===== src/rtl/hazard_scoreboard_ctrl.sv =====
// hazard_scoreboard_ctrl
// Issue/hazard controller sitting between DE and AGEX of the 5-stage RV32I
// pipeline. A per-register pending counter tracks in-flight writers; DE is
// stalled on RAW hazards, FE/DE are squashed on a taken AGEX redirect, and
// stall cycles are counted.
//
// Build option: define HAZARD_WB_BYPASS_EN to treat a source whose only
// pending writer is retiring in WB this cycle as ready (the register file
// writes before it is read), cutting a back-to-back RAW stall from 3 to 2.
module hazard_scoreboard_ctrl #(
    parameter int NUM_REGS     = 32,
    parameter int REG_IDX_BITS = 5,
    parameter int CNT_BITS     = 2
) (
    input  logic                    clk,
    input  logic                    reset,
    input  logic                    de_valid,
    input  logic [REG_IDX_BITS-1:0] de_rs1,
    input  logic                    de_rs1_used,
    input  logic [REG_IDX_BITS-1:0] de_rs2,
    input  logic                    de_rs2_used,
    input  logic [REG_IDX_BITS-1:0] de_rd,
    input  logic                    de_wr_reg,
    input  logic                    agex_br_taken,
    input  logic                    wb_valid,
    input  logic [REG_IDX_BITS-1:0] wb_rd,
    input  logic                    wb_wr_reg,
    output logic                    stall_fe,
    output logic                    stall_de,
    output logic                    bubble_agex,
    output logic                    flush_fe,
    output logic                    flush_de,
    output logic                    issue,
    output logic                    sb_err,
    output logic [31:0]             stall_cycles
);

    localparam logic [CNT_BITS-1:0] CNT_MAX  = '1;
    localparam logic [CNT_BITS-1:0] CNT_ZERO = '0;
    localparam logic [CNT_BITS-1:0] CNT_ONE  = CNT_BITS'(1);

    // Pending-writer counters; entry 0 is held at zero so x0 is never busy.
    logic [CNT_BITS-1:0] pend_reg  [NUM_REGS];
    logic [CNT_BITS-1:0] pend_next [NUM_REGS];
    logic [NUM_REGS-1:0] ovf_hit;
    logic [NUM_REGS-1:0] unf_hit;

    logic        sb_err_reg;
    logic [31:0] stall_cycles_reg;

    logic inc;
    logic dec;
    logic rs1_busy;
    logic rs2_busy;
    logic haz;

    logic [CNT_BITS-1:0] pend_rs1;
    logic [CNT_BITS-1:0] pend_rs2;

    assign inc = issue & de_wr_reg & (de_rd != '0);
    assign dec = wb_valid & wb_wr_reg & (wb_rd != '0);

    assign pend_rs1 = pend_reg[de_rs1];
    assign pend_rs2 = pend_reg[de_rs2];

`ifdef HAZARD_WB_BYPASS_EN
    // A lone pending writer that is retiring right now is already visible
    // through the write-then-read register file, so it does not block.
    assign rs1_busy = de_rs1_used & (de_rs1 != '0) & (pend_rs1 != CNT_ZERO)
                    & ~((pend_rs1 == CNT_ONE) & dec & (wb_rd == de_rs1));
    assign rs2_busy = de_rs2_used & (de_rs2 != '0) & (pend_rs2 != CNT_ZERO)
                    & ~((pend_rs2 == CNT_ONE) & dec & (wb_rd == de_rs2));
`else
    assign rs1_busy = de_rs1_used & (de_rs1 != '0) & (pend_rs1 != CNT_ZERO);
    assign rs2_busy = de_rs2_used & (de_rs2 != '0) & (pend_rs2 != CNT_ZERO);
`endif

    assign haz = de_valid & (rs1_busy | rs2_busy);

    // Per-register next count: saturating increment on issue, floored
    // decrement on retire, and no change when both hit the same register.
    genvar gi;
    generate
        for (gi = 0; gi < NUM_REGS; gi++) begin : g_pend
            if (gi == 0) begin : g_x0
                assign pend_next[gi] = CNT_ZERO;
                assign ovf_hit[gi]   = 1'b0;
                assign unf_hit[gi]   = 1'b0;
            end else begin : g_xn
                logic hit_inc;
                logic hit_dec;
                assign hit_inc = inc & (de_rd == REG_IDX_BITS'(gi));
                assign hit_dec = dec & (wb_rd == REG_IDX_BITS'(gi));
                assign ovf_hit[gi] = hit_inc & ~hit_dec & (pend_reg[gi] == CNT_MAX);
                assign unf_hit[gi] = hit_dec & ~hit_inc & (pend_reg[gi] == CNT_ZERO);
                assign pend_next[gi] =
                    (hit_inc & ~hit_dec & (pend_reg[gi] != CNT_MAX))  ? pend_reg[gi] + CNT_ONE :
                    (hit_dec & ~hit_inc & (pend_reg[gi] != CNT_ZERO)) ? pend_reg[gi] - CNT_ONE :
                                                                        pend_reg[gi];
            end
        end
    endgenerate

    // Scoreboard, sticky error flag and stall counter state.
    always_ff @(posedge clk) begin
        if (!reset) begin
            for (int r = 0; r < NUM_REGS; r++) begin
                pend_reg[r] <= CNT_ZERO;
            end
            sb_err_reg       <= 1'b0;
            stall_cycles_reg <= 32'd0;
        end else begin
            for (int r = 0; r < NUM_REGS; r++) begin
                pend_reg[r] <= pend_next[r];
            end
            sb_err_reg       <= sb_err_reg | (|ovf_hit) | (|unf_hit);
            stall_cycles_reg <= stall_cycles_reg + 32'(stall_de);
        end
    end

    // Control outputs: redirect beats hazard; everything quiet during reset.
    always_comb begin
        stall_fe    = 1'b0;
        stall_de    = 1'b0;
        bubble_agex = 1'b0;
        flush_fe    = 1'b0;
        flush_de    = 1'b0;
        issue       = 1'b0;
        if (reset) begin
            if (agex_br_taken) begin
                flush_fe    = 1'b1;
                flush_de    = 1'b1;
                bubble_agex = 1'b1;
            end else if (haz) begin
                stall_fe    = 1'b1;
                stall_de    = 1'b1;
                bubble_agex = 1'b1;
            end else begin
                issue = de_valid;
            end
        end
    end

    assign sb_err       = sb_err_reg;
    assign stall_cycles = stall_cycles_reg;

endmodule


===== config.mk =====
export PLATFORM = sky130hd
export DESIGN_NAME = hazard_scoreboard_ctrl
export DESIGN_NICKNAME = d
export VERILOG_FILES = /design/src/rtl/hazard_scoreboard_ctrl.sv
export SDC_FILE = /design/constraint.sdc
export NUM_CORES = 1
export LEC_CHECK = 0
export ABC_CLOCK_PERIOD_IN_PS = 5200
export BUFFER_PORTS_ARGS = -buffer_cell sky130_fd_sc_hd__buf_2
export CORE_MARGIN = 5
export CORE_UTILIZATION = 60
export CTS_CLUSTER_DIAMETER = 80
export DETAILED_ROUTE_END_ITERATION = 7
export GPL_ROUTABILITY_DRIVEN = 0
export GPL_TIMING_DRIVEN = 0
export PLACE_DENSITY = 0.93
export SYNTH_ARGS = -nofsm -noshare
export SYNTH_HDL_FRONTEND = slang
export SYNTH_SLANG_ARGS = --single-unit

===== constraint.sdc =====
create_clock -name clk -period 5.2 [get_ports clk]
set_clock_uncertainty 0.1 [all_clocks]
set_input_delay 0.78 -clock clk [delete_from_list [all_inputs] [get_ports clk]]
set_output_delay 0.78 -clock clk [all_outputs]
set_load 0.05 [all_outputs]

**Word-level counts from Yosys, hierarchy flattened**

Memories as Yosys holds them, arrays and structs flattened.
Cells that the tools add are included.

- Memories: 1
- Word-level logic and storage cells: 720
- Register bits after elaboration: 33
- Output and inout bits: 39
- RAM bits: 64

- Mux-type cells: 106
- Reduce and logical (&&, ||, !) cells: 70
- Bitwise gates (word level): 354
- Equality and inequality tests: 124
- Add/subtract/negate cells: 63

Memories:

| memory | depth | width | rd ports | clocked after memory_dff | wr ports | RTL line | RTL |
|---|---|---|---|---|---|---|---|
| pend_reg | 32 | 2 | 33 | 0 | 32 | 43 | `logic [CNT_BITS-1:0] pend_reg [NUM_REGS];` |

Operators by type and width:

| kind | number |
|---|---|
| $and 1x1->1 | 257 |
| $mux 2 | 94 |
| $eq 5x5->1 const B | 32 |
| $eq 5x4->1 const B | 16 |
| $reduce_bool 2->1 | 33 |
| $add 2x1->2 const B | 31 |
| $eq 2x2->1 const B | 31 |
| $logic_not 2->1 | 31 |
| $ne 2x2->1 const B | 31 |
| $not 1->1 | 62 |
| $reduce_or 31->1 | 2 |
| $sub 2x1->2 const B | 31 |
| $eq 5x3->1 const B | 8 |
| $or 1x1->1 | 35 |
| $add 32x1->32 | 1 |
| $eq 5x2->1 const B | 4 |
| $reduce_bool 5->1 | 4 |
| $mux 1 | 12 |
| $eq 5x1->1 const B | 2 |

**Longest topological paths before layout**

Gate-level depths: netlist (run 1).

- Word-level depth: 17
- Depth in mapped cells: 20
- Mapped depth without buffers: 16

**Worst setup path before layout (run 1)**

Ideal clock, no wire load.

- Path type: input to register
- Start point: in de_rs2[2]
- End point: reg stall_cycles_reg[29] (netlist: stall_cycles[29])
- Stages: 17
- Path buffers: 4
- Data required time: 5030 ps
- Arrival time: 4636 ps
- Slack: 394 ps
- Cell sequence: clkbuf_2 -> mux4_2 -> a2111oi_0 -> a211oi_1 -> a211oi_1 -> or3b_1 -> buf_6 -> buf_6 -> and2_1 -> ha_1 -> nand3_1 -> or2_2 -> clkbuf_1 -> nor2_1 -> nand2_1 -> or3_1 -> a21oi_1

- Cells in the longest elaborated chain, start to end: 9

Ends and longest elaborated chain:

| what | RTL line | RTL |
|---|---|---|
| start, declared | 20 | `input logic [REG_IDX_BITS-1:0] de_rs2,` |
| $mem_v2 32x2 / $reduce_bool 5->1 (equally long branches) | -- |  |
| $reduce_bool 2->1 / $and 1x1->1 (equally long branches) | 75 | `assign rs2_busy = de_rs2_used & (de_rs2 != '0) & (pend_rs2 != CNT_ZERO);` |
| $and 1x1->1 * | 75 |  |
| $or 1x1->1 * | 78 | `assign haz = de_valid & (rs1_busy \| rs2_busy);` |
| $and 1x1->1 * | 78 |  |
| $mux 1 * | 134 | `end else if (haz) begin` |
| $mux 1 * | 130 | `if (agex_br_taken) begin` |
| $mux 1 * | 129 | `if (reset) begin` |
| named net stall_de | 29 | `output logic stall_de,` |
| $add 32x1->32 * | 117 | `stall_cycles_reg <= stall_cycles_reg + 32'(stall_de);` |
| end signal, assigned | 117 |  |
| end, declared | 49 | `logic [31:0] stall_cycles_reg;` |

The timed path passes the listed nets; every way through them passes the cells marked *.
A chain may end at the register's enable or synchronous reset.

**Worst setup path after layout (run 1)**

- Start point: in de_rs2[2]
- End point: reg stall_cycles_reg[29] (netlist: stall_cycles[29])

- Cells in the longest elaborated chain, start to end: 9

Ends and longest elaborated chain:

| what | RTL line |
|---|---|
| $mem_v2 32x2 / $reduce_bool 5->1 (equally long branches) | -- |
| $reduce_bool 2->1 / $and 1x1->1 (equally long branches) | 75 |
| $and 1x1->1 * | 75 |
| $or 1x1->1 * | 78 |
| $and 1x1->1 * | 78 |
| $mux 1 * | 134 |
| $mux 1 * | 130 |
| $mux 1 * | 129 |
| $add 32x1->32 * | 117 |

Every way passes the cells marked *; elsewhere a longest branch is shown, timed or not.

==> results of run 1 <==
==> power by group through the flow <==
stage               sequential, W  combinational (W)  clock (W)
finish                   0.000731           0.000164   0.000487
global route             0.000731           0.000170   0.000522
CTS                      0.000730           0.000156   0.000496
detailed placement       0.000747           0.000155          0
global placement         0.000747           0.000153          0
floorplan                0.000751          0.0000977          0
==> metrics by stage <==
stage                     std cells  cell area [sq um]
after floorplan                 934               6590
after global placement         1135               7070
after detailed placement       1135               7070
after CTS                      1151               7250
after global routing           1151               7250
final                          1151               7250
==> Yosys cell counts (7+ instances only) <==
library cell	instances	area (sq um)
nor2b_1	10	62.6
and3_1	7	43.8
o21ai_1	9	45.0
nand4_1	28	175
nor4_1	7	43.8
nand2_1	161	604
a21o_1	9	67.6
nand2b_1	11	68.8
nand3_1	69	345
dfxtp_1	95	1900
or3_1	16	100
o21a_1	25	188
clkbuf_1	25	93.8
o21ai_0	69	345
mux4_2	9	203
xor2_1	18	158
a211oi_1	7	52.6
o21bai_2	7	78.8
and2_1	9	56.3
or2_2	9	56.3
nor2_1	85	319
nor3_1	25	125
o21bai_1	7	52.6
a21oi_1	76	380
inv_1	39	146
==> worst paths after layout <==
path | to | slack, ns | cells after the start
min | stall_cycles[15] | 0.41 | 2
min reg2reg | stall_cycles[15] | 0.41 | 2
max reg2reg | stall_cycles[29] | 0.62 | 17
max | stall_cycles[29] | 0.58 | 17
==> worst max-delay path, stage by stage <==
cell,delay [ns]
clkbuf_2,0.20
mux4_2,0.52
a2111oi_0,0.43
a211oi_1,0.13
a211oi_1,0.22
or3b_1,0.15
buf_6,0.13
buf_6,0.16
and2_1,0.20
ha_1,0.22
nand3_1,0.21
or2_2,0.33
clkbuf_1,0.16
nor2_1,0.24
nand2_1,0.23
or3_1,0.39
a21oi_1,0.14
==> routing by layer <==
metal / up-vias / track usage / part of all wire
met2: 492 / 0.459 / 0.41
met5: - / 0 / 0
li1: 3475 / - / -
met4: 0 / 0.158 / 0.057
met1: 3285 / 0.389 / 0.39
met3: 112 / 0.0868 / 0.14
==> cell families (layout without fill, tap and decap cells) <==
| kind of cell | after synthesis | in the layout | synth area share |
|---|---|---|---|
| flops | 95 | 95 | 0.289 |
| simple gates | 463 | 463 | 0.337 |
| mux | 14 | 14 | 0.0385 |
| compound gates | 253 | 253 | 0.241 |
| fa+ha+maj | 2 | 2 | 0.00380 |
| buf+inv | 83 | 160 | 0.0585 |
| xor+xnor | 24 | 24 | 0.0319 |
==> layout make-up <==
class	count	share of cell area
Buffer	44	0.0329
Clock buffer	10	0.0176
Inverter	39	0.0202
Clock inverter	6	0.00759
Timing Repair Buffer	61	0.0421
Sequential cell	95	0.262
Multi-Input combinational cell	756	0.593
Tap cell	140	0.0241
==> impl_metrics.yaml, run 1 <==
run_status:
  status: "completed"
place:
  dp_hpwl_mm: 14.9
  port_buffers: 61
  pre_cts_ws_ns: 0.239
synth:
  synth-main-ff-cell: "dfxtp_1"
  syn_avg_cell_area_sq_um: 7.06
  netlist_area_sq_um: 6590
  async_reset_ff_frac: 0
  synth-seq-area-share: 0.289
  synthCells: 934
  syn-num-nets: 965
  synthDistinctLibCells: 68
  yosys_register_bits: 95
  synth_edf_count: 0
  yosys_warnings: 0
pwr:
  clockPowerShare: 0.353
  powerDensity_nw_per_um2: 190
  p_int_w: 0.000963
  power_frac_comb: 0.119
  leakagePower_nw: 2.66
  total_power_w: 0.00138
  p_sw_frac: 0.303
  sequentialPowerShare: 0.529
  p_sw_w: 0.000419
  peakVddDrop_mv: 0.260
layout:
  mostFrequentLayoutCell: "nand2_1"
  finish.net_count: 1037
  multi_input_area_sq_um: 4300
  area.sequential_sq_um: 1900
  syn_to_final_growth_pct: 10.1
  drive_gt1_frac: 0.128
  final_cell_mix: "161 x nand2_1, 95 x dfxtp_1, 85 x nor2_1"
  nFillCells: 891
  largest_reg_flops: 62
  fin_util: 0.672
  diodes: 0
detailed_routing:
  wire_per_inst_microns: 17.2
  drc_errors: 0
  drt-initial-drc-count: 1071
  routed-via-count: 7364
  vias_per_cell: 6.40
  firstDrtPassIters: 7
  postRouteAntennaNets: 0
  wirelength_mm: 19.8
clock_tree:
  clock_path_buffers: 2
  cts_htree_levels: 3
  numCtsBuffers: 9
  clock_sinks: 95
  cts_tree: "done"
  clk_pin_slew_worst_paths_ns: 0.11
  ctsResizeCount: 0
  cts-root-buf: "clkbuf_8"
  hold_buffers: 0
  cts_setup_buffers: 0
  clkLatencyLatePin_ns: 0.41
sta:
  worst_slack_ns: 0.579
  clock.fmax_ghz: 0.216
  worst_hold_slack_ns: 0.408
  slew_violations: 0
  slew_headroom: 0.221
  setup_viol: 0
  rsz0062_at_grt: "false"
  tns_ns: 0
  fin_crit_ns: 4.62
  tightestPinTransition_ns: 1.16
  fin_crit_sh: 0.889
  hold_viol: 0
worst_setup_path:
  crit_type: "in2reg"
  cp-start-kind: "primary input"
  cp_max_fo: 10
  crit_start: "de_rs2[2]"
  arrival_ns: 4.86
  reg2reg_from: "pend_reg[23][0]"
  end_kind: "register"
  crit_required_ns: 5.44
floorplan:
  die-area_sq_um: 13200
  die_w_microns: 115
  io_pins: 68
  start_util: 0.611
  row_count: 38
  core_area_sq_um: 10800
  die_y_microns: 115
run:
  maxCapViolations: 0
global_routing:
  globalRouteTotalUtil: 0.302
  grt_pass1_vias: 6461
  antenna_found_initial: 0
  gr-total-overflow: 0
  grt_max_degree: 19
  grt_pass1_wl_mm: 31.6
min_path:
  hp-start: "stall_cycles[15]"
  hold_path_class: "reg2reg"
Power figures use the tool's default switching activity.
==> inputs of run 2 (changes only) <==
--- a/config.mk
+++ b/config.mk
@@ -8,4 +8,5 @@
 export ABC_CLOCK_PERIOD_IN_PS = 5200
 export BUFFER_PORTS_ARGS = -buffer_cell sky130_fd_sc_hd__buf_2
+export CAP_MARGIN = 20
 export CORE_MARGIN = 5
 export CORE_UTILIZATION = 60
@@ -14,4 +15,5 @@
 export GPL_ROUTABILITY_DRIVEN = 0
 export GPL_TIMING_DRIVEN = 0
+export HOLD_SLACK_MARGIN = 0.05
 export PLACE_DENSITY = 0.93
 export SYNTH_ARGS = -nofsm -noshare
==> constraint.sdc (replaced) <==
create_clock -name clk -period 5.2 [get_ports clk]
set_clock_uncertainty 0.1 [all_clocks]
set_input_delay 0.26 -clock clk [delete_from_list [all_inputs] [get_ports clk]]
set_output_delay 0.26 -clock clk [all_outputs]
set_load 0.05 [all_outputs]
==> impl_metrics.yaml, run 2 (synthesis gave the netlist of run 1 again) <==
worst_setup_path:
  cp-start-kind: "register"
  cp_slowest_cell: "dfxtp_1"
  r2r_cells: 17
  crit_required_ns: 5.45
  crit_type: "reg2reg"
  cp_max_fo: 10
  timing.rr.end: "stall_cycles[29]"
  crit_chain: "nor2_1 -> mux4_2 -> a2111oi_0 -> a211oi_1 -> a211oi_1 -> or3b_1 -> buf_6 -> buf_6 -> and2_1 -> ha_1 -> nand3_1 -> or2_2 -> clkbuf_1 -> nor2_1 -> nand2_1 -> or3_1 -> a21oi_1"
  reg2reg_from: "pend_reg[23][0]"
  end_kind: "register"
  cpPeakStageDelay_ns: 0.47
  r2r_slack_ns: 0.62
  arrival_ns: 4.83
sta:
  fin_crit_sh: 0.881
  clock.fmax_ghz: 0.218
  rsz0062_at_grt: "false"
  worst_slack_ns: 0.619
  tightestPinTransition_ns: 1.18
  setup_viol: 0
  hold_viol: 0
  worst_hold_slack_ns: 0.333
  fin_crit_ns: 4.58
  slew_headroom: 0.203
  tns_ns: 0
  slew_violations: 0
floorplan:
  die_w_microns: 115
  die-area_sq_um: 13200
  start_util: 0.611
  die_y_microns: 115
  core_area_sq_um: 10800
  row_count: 38
  io_pins: 68
detailed_routing:
  drt-initial-drc-count: 1279
  firstDrtPassIters: 8
  vias_per_cell: 6.40
  wire_per_inst_microns: 17.2
  drc_errors: 14
  postRouteAntennaNets: 0
  wirelength_mm: 19.8
  routed-via-count: 7371
layout:
  syn_to_final_growth_pct: 10.2
  stdcell_count: 1152
  diodes: 0
  finish.net_count: 1038
  mostFrequentLayoutCell: "nand2_1"
  final_cell_mix: "161 x nand2_1, 95 x dfxtp_1, 85 x nor2_1"
  largest_reg_flops: 62
  drive_gt1_frac: 0.127
clock_tree:
  clock_sinks: 95
  numCtsBuffers: 9
  cts_tree: "done"
  clkLatencyLatePin_ns: 0.42
  clk_pin_slew_worst_paths_ns: 0.10
  cts_setup_buffers: 0
  cts-root-buf: "clkbuf_8"
  hold_buffers: 1
  ctsResizeCount: 0
  cts_htree_levels: 3
  clock_path_buffers: 2
pwr:
  total_power_w: 0.00138
  peakVddDrop_mv: 0.257
  powerDensity_nw_per_um2: 190
  leakagePower_nw: 2.67
min_path:
  hp-start: "de_rd[1]"
  hold_path_class: "in2reg"
  holdPathStages: 5
  min_to: "pend_reg[24][0]"
run:
  maxCapViolations: 0
global_routing:
  gr-total-overflow: 0
  grt_pass1_vias: 6487
  antenna_found_initial: 0
  grt_max_degree: 19
  grt_pass1_wl_mm: 31.7
  globalRouteTotalUtil: 0.303
place:
  pre_cts_ws_ns: 0.739
  dp_hpwl_mm: 14.9
  dp_cells: 1135
  port_buffers: 61
run_status:
  violations: "design-rule violations"
  status: "complete, but fails checks"
## run 2: cell count changes in the layout (fill, tap and decap cells not counted), sizes merged
cell         before  now
dlygate4sd3       0    1
## run 2: layout make-up
type                    count  area (sq um)
clock inverters             6          55.1
multi-input cells         756          4300
well taps                 140           175
inverters                  39           146
fillers                   890          3530
flip-flops and latches     95          1900
repair buffers             62           315
plain buffers              44           239
clock buffers              10           128
## run 2: per-layer routing
metal  up-vias  part of all wire  global-route usage
met5         -                 0                   0
met4         0             0.055               0.160
met3       112              0.12              0.0874
li1       3478                 -                   -
met1      3326              0.40               0.391
met2       455              0.42               0.460
## run 2: how the worst max path moves through the flow
stage / startpoint / end / slack [ns]
6_report: pend_reg[23][0] / stall_cycles[29] / 0.62
5_1_grt: pend_reg[23][0] / stall_cycles[29] / 0.25
4_1_cts: pend_reg[23][0] / stall_cycles[29] / 0.72
3_5_place_dp: pend_reg[23][0] / stall_cycles[31] / 0.74
3_3_place_gp: de_rs2[2] / stall_cycles[31] / 0.84
2_1_floorplan: de_rs2[2] / stall_cycles[29] / 0.91
## run 2: stage by stage
stage               cell area (sq um)  utilization
floorplan                        6590            -
global placement                 7070        0.655
detailed placement               7070        0.655
CTS                              7260        0.673
global route                     7260        0.673
finish                           7260        0.673
## run 2: critical path, delay by kind of cell (launching register included)
kind / cells / cell delay [ns]
muxes: 1 / 0.47
adders and majority gates: 1 / 0.22
and+or+nand+nor: 8 / 1.87
DFF: 1 / 0.47
AOI/OAI and AO/OA: 4 / 0.92
buffers and inverters: 3 / 0.45
## run 2: power breakdown
part / internal [W] / switching [W]
Combinational: 0.0000495 / 0.000114
Clock: 0.000185 / 0.000303
Sequential: 0.000729 / 0.00000194
Total: 0.000963 / 0.000419
